--- config.mk ---
export PLATFORM = sky130hd
export DESIGN_NAME = div_seq_flat
export DESIGN_NICKNAME = d
export VERILOG_FILES = /design/src/rtl/div_seq_if.sv /design/src/rtl/div_seq.sv /design/src/flat_wrapper.sv
export SDC_FILE = /design/constraint.sdc
export NUM_CORES = 1
export LEC_CHECK = 0
export CAP_MARGIN = 20
export CORE_UTILIZATION = 60
export CTS_BUF_LIST = sky130_fd_sc_hd__clkbuf_4
export DETAILED_ROUTE_END_ITERATION = 6
export GPL_TIMING_DRIVEN = 1
export PLACE_DENSITY = 0.8
export SLEW_MARGIN = 20
export SYNTH_ARGS = -nofsm -noshare
export SYNTH_HDL_FRONTEND = slang
export SYNTH_SLANG_ARGS = --single-unit
--- constraint.sdc ---
create_clock -name clk -period 6.1 [get_ports clk]
set_input_delay 0.915 -clock clk [delete_from_list [all_inputs] [get_ports clk]]
set_output_delay 0.915 -clock clk [all_outputs]
set_load 0.02 [all_outputs]
--- src/rtl/div_seq_if.sv ---
// div_seq_if: decode/execute handshake bundle for the divide sequencer.
// The master side drives the operation and consumes the result; the slave is div_seq.
interface div_seq_if;
   logic        in_valid;
   logic        in_ready;
   logic [2:0]  div_op;
   logic [31:0] src1;
   logic [31:0] src2;
   logic        flush;
   logic        busy;
   logic        out_valid;
   logic        out_ready;
   logic [31:0] result;

   modport master (
      output in_valid, div_op, src1, src2, flush, out_ready,
      input  in_ready, busy, out_valid, result
   );

   modport slave (
      input  in_valid, div_op, src1, src2, flush, out_ready,
      output in_ready, busy, out_valid, result
   );
endinterface

--- src/rtl/div_seq.sv ---
// div_seq: iterative 32-step restoring divider for div.w/div.wu/mod.w/mod.wu with sign fix-up.
// Optional macro DIV_ZERO_FAST_EN: a zero divisor skips the iteration and goes straight to DONE.
module div_seq (
   input  logic     clk,
   input  logic     reset,
   div_seq_if.slave div_bus
);

   typedef enum logic [1:0] {StIdle, StCalc, StDone} state_e;

   state_e      r_state;
   logic [4:0]  r_cnt;
   logic [31:0] r_rem;
   logic [31:0] r_dvd;
   logic [31:0] r_dsr;
   logic [31:0] r_quo;
   logic [31:0] r_result;
   logic        r_want_q;
   logic        r_q_neg;
   logic        r_r_neg;

   logic        w_accept;
   logic        w_signed;
   logic [31:0] w_abs1;
   logic [31:0] w_abs2;
   logic [32:0] w_shift;
   logic [31:0] w_trial;
   logic        w_borrow;
   logic [31:0] w_rem_nxt;
   logic [31:0] w_quo_nxt;
   logic [31:0] w_quo_fix;
   logic [31:0] w_rem_fix;
   logic [31:0] w_final;

   assign w_signed = div_bus.div_op[1];
   assign w_accept = div_bus.in_valid & div_bus.div_op[0] & (r_state == StIdle) & ~div_bus.flush;

   // Unsigned magnitude; 0x80000000 maps to itself, which is correct as an unsigned value.
   assign w_abs1 = (w_signed & div_bus.src1[31]) ? (32'd0 - div_bus.src1) : div_bus.src1;
   assign w_abs2 = (w_signed & div_bus.src2[31]) ? (32'd0 - div_bus.src2) : div_bus.src2;

   // One restoring step: bring in the next dividend bit and try to subtract.
   assign w_shift   = {r_rem, r_dvd[31]};
   assign w_borrow  = (w_shift < {1'b0, r_dsr});
   assign w_trial   = w_shift[31:0] - r_dsr;
   assign w_rem_nxt = w_borrow ? w_shift[31:0] : w_trial;
   assign w_quo_nxt = {r_quo[30:0], ~w_borrow};

   assign w_quo_fix = r_q_neg ? (32'd0 - w_quo_nxt) : w_quo_nxt;
   assign w_rem_fix = r_r_neg ? (32'd0 - w_rem_nxt) : w_rem_nxt;
   assign w_final   = r_want_q ? w_quo_fix : w_rem_fix;

`ifdef DIV_ZERO_FAST_EN
   logic        w_zero_div;
   logic [31:0] w_zero_res;

   // Same values the full iteration produces: quotient all-ones (sign-fixed), remainder = src1.
   assign w_zero_div = (div_bus.src2 == 32'd0);
   assign w_zero_res = div_bus.div_op[2] ?
                       ((w_signed & div_bus.src1[31]) ? 32'd1 : 32'hFFFF_FFFF) : div_bus.src1;
`endif

   always_ff @(posedge clk) begin
      if (reset) begin
         r_state  <= StIdle;
         r_cnt    <= '0;
         r_rem    <= '0;
         r_dvd    <= '0;
         r_dsr    <= '0;
         r_quo    <= '0;
         r_result <= '0;
         r_want_q <= 1'b0;
         r_q_neg  <= 1'b0;
         r_r_neg  <= 1'b0;
      end else if (div_bus.flush) begin
         r_state  <= StIdle;
         r_result <= '0;
      end else begin
         unique case (r_state)
            StIdle: begin
               if (w_accept) begin
                  r_want_q <= div_bus.div_op[2];
                  r_q_neg  <= w_signed & (div_bus.src1[31] ^ div_bus.src2[31]);
                  r_r_neg  <= w_signed & div_bus.src1[31];
                  r_dvd    <= w_abs1;
                  r_dsr    <= w_abs2;
                  r_rem    <= '0;
                  r_quo    <= '0;
                  r_cnt    <= '0;
`ifdef DIV_ZERO_FAST_EN
                  if (w_zero_div) begin
                     r_state  <= StDone;
                     r_result <= w_zero_res;
                  end else begin
                     r_state <= StCalc;
                  end
`else
                  r_state <= StCalc;
`endif
               end
            end
            StCalc: begin
               r_rem <= w_rem_nxt;
               r_dvd <= {r_dvd[30:0], 1'b0};
               r_quo <= w_quo_nxt;
               r_cnt <= r_cnt + 5'd1;
               if (r_cnt == 5'd31) begin
                  r_state  <= StDone;
                  r_result <= w_final;
               end
            end
            StDone: begin
               if (div_bus.out_ready) begin
                  r_state <= StIdle;
               end
            end
            default: r_state <= StIdle;
         endcase
      end
   end

   assign div_bus.in_ready  = (r_state == StIdle);
   assign div_bus.busy      = (r_state != StIdle);
   assign div_bus.out_valid = (r_state == StDone);
   assign div_bus.result    = r_result;

endmodule

--- src/flat_wrapper.sv ---
// flat-port wrapper written by rule: the top's interface ports become plain ports
module div_seq_flat 
  (clk, reset, div_bus_in_valid, div_bus_div_op, div_bus_src1, div_bus_src2, div_bus_flush, div_bus_out_ready, div_bus_in_ready, div_bus_busy, div_bus_out_valid, div_bus_result);
  div_seq_if div_bus_i ();
  input  logic clk;
  input  logic reset;
  input wire logic [$bits(div_bus_i.in_valid)-1:0] div_bus_in_valid;
  input wire logic [$bits(div_bus_i.div_op)-1:0] div_bus_div_op;
  input wire logic [$bits(div_bus_i.src1)-1:0] div_bus_src1;
  input wire logic [$bits(div_bus_i.src2)-1:0] div_bus_src2;
  input wire logic [$bits(div_bus_i.flush)-1:0] div_bus_flush;
  input wire logic [$bits(div_bus_i.out_ready)-1:0] div_bus_out_ready;
  output wire logic [$bits(div_bus_i.in_ready)-1:0] div_bus_in_ready;
  output wire logic [$bits(div_bus_i.busy)-1:0] div_bus_busy;
  output wire logic [$bits(div_bus_i.out_valid)-1:0] div_bus_out_valid;
  output wire logic [$bits(div_bus_i.result)-1:0] div_bus_result;
  assign div_bus_i.in_valid = div_bus_in_valid;
  assign div_bus_i.div_op = div_bus_div_op;
  assign div_bus_i.src1 = div_bus_src1;
  assign div_bus_i.src2 = div_bus_src2;
  assign div_bus_i.flush = div_bus_flush;
  assign div_bus_i.out_ready = div_bus_out_ready;
  assign div_bus_in_ready = div_bus_i.in_ready;
  assign div_bus_busy = div_bus_i.busy;
  assign div_bus_out_valid = div_bus_i.out_valid;
  assign div_bus_result = div_bus_i.result;
  div_seq u_core (.clk(clk), .reset(reset), .div_bus(div_bus_i));
endmodule
==> flow_summary.json <==
{
  "status": "finished clean",
  "fin_skew_ns": 0.0249,
  "io_pins": 107,
  "grtUsageTotal": 0.335,
  "area_growth_pct": 12.8,
  "finalCritPeriodShare": 0.898,
  "yosys_register_bits": 169,
  "end_kind": "register",
  "dp_hpwl_um": 24500,
  "grt_pass1_vias": 10800,
  "final_common_cell": "nor2_1",
  "ys_types": 79,
  "cts_root_buffer": "clkbuf_4",
  "fin_cells": 1917,
  "cp_max_fo": 10,
  "die_h_um": 142,
  "overflow": 0,
  "cts_hold_buf": 0,
  "rows": 50,
  "fp.dieArea_um2": 20300,
  "wl_met2_um": 15500,
  "core_area_um2": 19000,
  "clock_sinks": 169,
  "min_period_ns": 5.48,
  "rsz0062_at_grt": "false",
  "syn_area_um2": 11800,
  "p_per_area_nw_per_um2": 200,
  "synth_area_per_cell_um2": 7.40,
  "initial_core_util": 0.622,
  "synth_seq_area_share": 0.286,
  "worstSetupPathType": "reg2reg",
  "clkLatencyLatePin_ns": 0.59,
  "drv_slew": 0,
  "yosysWarnings": 0,
  "portBuffers": 106,
  "routed_wl_um": 33400,
  "cts_setup_buffers": 0,
  "cts_buffer_depth": 2,
  "nets": 1754,
  "final_cell_mix": "244 x nor2_1, 167 x dfxtp_1, 164 x nand2_1",
  "drive_gt1_frac": 0.0537,
  "arrival_ns": 5.97,
  "wl_met1_um": 15100,
  "clk_transition_reported_paths_ns": 0.16,
  "cp-start-kind": "register",
  "numCtsBuffers": 17,
  "cap_violations": 0,
  "grt_pass1_wl_um": 54100,
  "antenna_found_initial": 1,
  "syn-num-nets": 1711,
  "required_ns": 6.59,
  "post_drt_wl_per_cell_um": 17.4,
  "placed_cells": 1884,
  "route.met3.wl_um": 1850,
  "syn-instance-count": 1600,
  "r2r-start": "u_core.r_dsr[26]",
  "synthFlopType": "dfxtp_1",
  "place_congestion": 0.947,
  "dr.pass1.iters": 5,
  "antenna_left": 0,
  "htree_levels": 4,
  "finalSetupViolations": 0,
  "power.leakage_nw": 5.03,
  "cts-resized-gates": 0,
  "tightest_slew_ns": 1.07,
  "final_util": 0.702,
  "vdd_drop_max_mv": 0.113,
  "drc": 0,
  "hold_class": "reg2reg",
  "maxSlewHeadroom": 0.286,
  "hold_violations": 0,
  "crit_start": "u_core.r_dsr[26]",
  "vias": 11900,
  "synth_edf_count": 0,
  "hold_start": "u_core.div_bus.result[11]",
  "finalSetupTns_ns": 0,
  "fmax_mhz": 182,
  "routed_via_density": 6.23,
  "cts_tree": "done",
  "dr.max_layer_used": "met4",
  "initialDrtViolationCount": 1198,
  "grt_start_max_net_pins": 72,
  "die_w_um": 142,
  "async_flop_share": 0
}
-- report_power, final --
group	total [mW]	internal (mW)	switching (mW)
combinational	0.704	0.269	0.435
clock	0.828	0.385	0.443
sequential	1.14	1.13	0.0141
-- kinds of logic (layout without fill, tap and decap cells) --
logic type	after synthesis	in the layout	synth area share
muxes	15	15	0.0131
buffers and inverters	146	202	0.0480
and+or+nand+nor	607	607	0.236
other	0	1	0
AOI/OAI and AO/OA	503	503	0.286
xor gates and xnor gates	121	121	0.0896
DFF	169	169	0.286
adders and majority gates	39	39	0.0419
-- worst paths after layout --
kind	end	cells past startpoint	slack, ns
max	u_core.div_bus.result[28]	18	0.62
min	u_core.div_bus.result[11]	2	0.47
max reg2reg	u_core.div_bus.result[28]	18	0.62
min reg2reg	u_core.div_bus.result[11]	2	0.47
-- metrics by stage --
step	hold WS, ns	cell area [µm²]	setup WS (ns)	power (mW)
finish	0.468	13300	0.620	2.67
global route	0.486	13300	0.181	2.79
CTS	0.469	13300	0.620	2.66
detailed placement	0.448	13000	0.660	1.85
global placement	0.445	13000	0.833	1.84
floorplan	0.441	11800	0.979	1.65
-- cell type report --
cell class | count | area (µm²)
timing repair buffer | 119 | 1160
clock inverter | 14 | 233
fill | 1687 | 5670
clock buffer | 18 | 135
multi-input combinational | 1285 | 7920
antenna | 1 | 2.50
tap | 260 | 325
sequential | 169 | 3390
inverter | 51 | 191
-- registers in the layout, indices dropped and copies added, names as in the netlist --
name and flops:
u_core.r_rem 32, u_core.r_state 2, u_core.r_dvd 32, u_core.r_q_neg 1
u_core.r_want_q 1, u_core.r_dsr 32, u_core.r_cnt 5, u_core.r_r_neg 1
u_core.div_bus.result 32, u_core.r_quo 31
-- Yosys cell counts, types with 13 or more instances --
| cell type | n | area, µm² |
|---|---|---|
| nand2_1 | 164 | 616 |
| a22oi_1 | 53 | 398 |
| a21oi_1 | 128 | 641 |
| a211oi_1 | 58 | 435 |
| o31ai_1 | 28 | 210 |
| a21o_1 | 13 | 97.6 |
| nand3_1 | 23 | 115 |
| or3_1 | 16 | 100 |
| dfxtp_1 | 169 | 3380 |
| nor4_1 | 16 | 100 |
| ha_1 | 38 | 475 |
| and3_1 | 13 | 81.3 |
| inv_1 | 51 | 191 |
| o211ai_1 | 22 | 165 |
| clkbuf_1 | 77 | 289 |
| nor3_1 | 39 | 195 |
| xnor2_1 | 59 | 517 |
| nand2b_1 | 15 | 93.8 |
| xor2_1 | 62 | 543 |
| nor2_1 | 245 | 920 |
| o21ai_0 | 90 | 450 |
| a311oi_1 | 15 | 131 |
-- worst max-delay path, cell delays in order, from the launching register on --
cell and delay, ns:
dfxtp_1 0.36, inv_1 0.04, ha_1 0.41, a21oi_2 0.28, o21ai_0 0.16, a2111oi_0 0.55, o21a_1 0.29, nand2_1 0.26
o21ai_0 0.38, ha_1 0.27, and2_1 0.14, o221ai_1 0.10, nor4_1 0.30, nor4bb_1 0.57, a21oi_1 0.28, nor4_4 0.54
nand3_1 0.16, mux2i_1 0.18, o21ai_0 0.10
-- layer usage --
| layer | up-vias | GRT usage |
|---|---|---|
| met5 | - | 0 |
| met4 | 0 | 0.131 |
| met3 | 60 | 0.0394 |
| met2 | 421 | 0.546 |
| met1 | 5595 | 0.450 |
| li1 | 5865 | - |
Note: power is estimated with default switching activity, not from simulation.
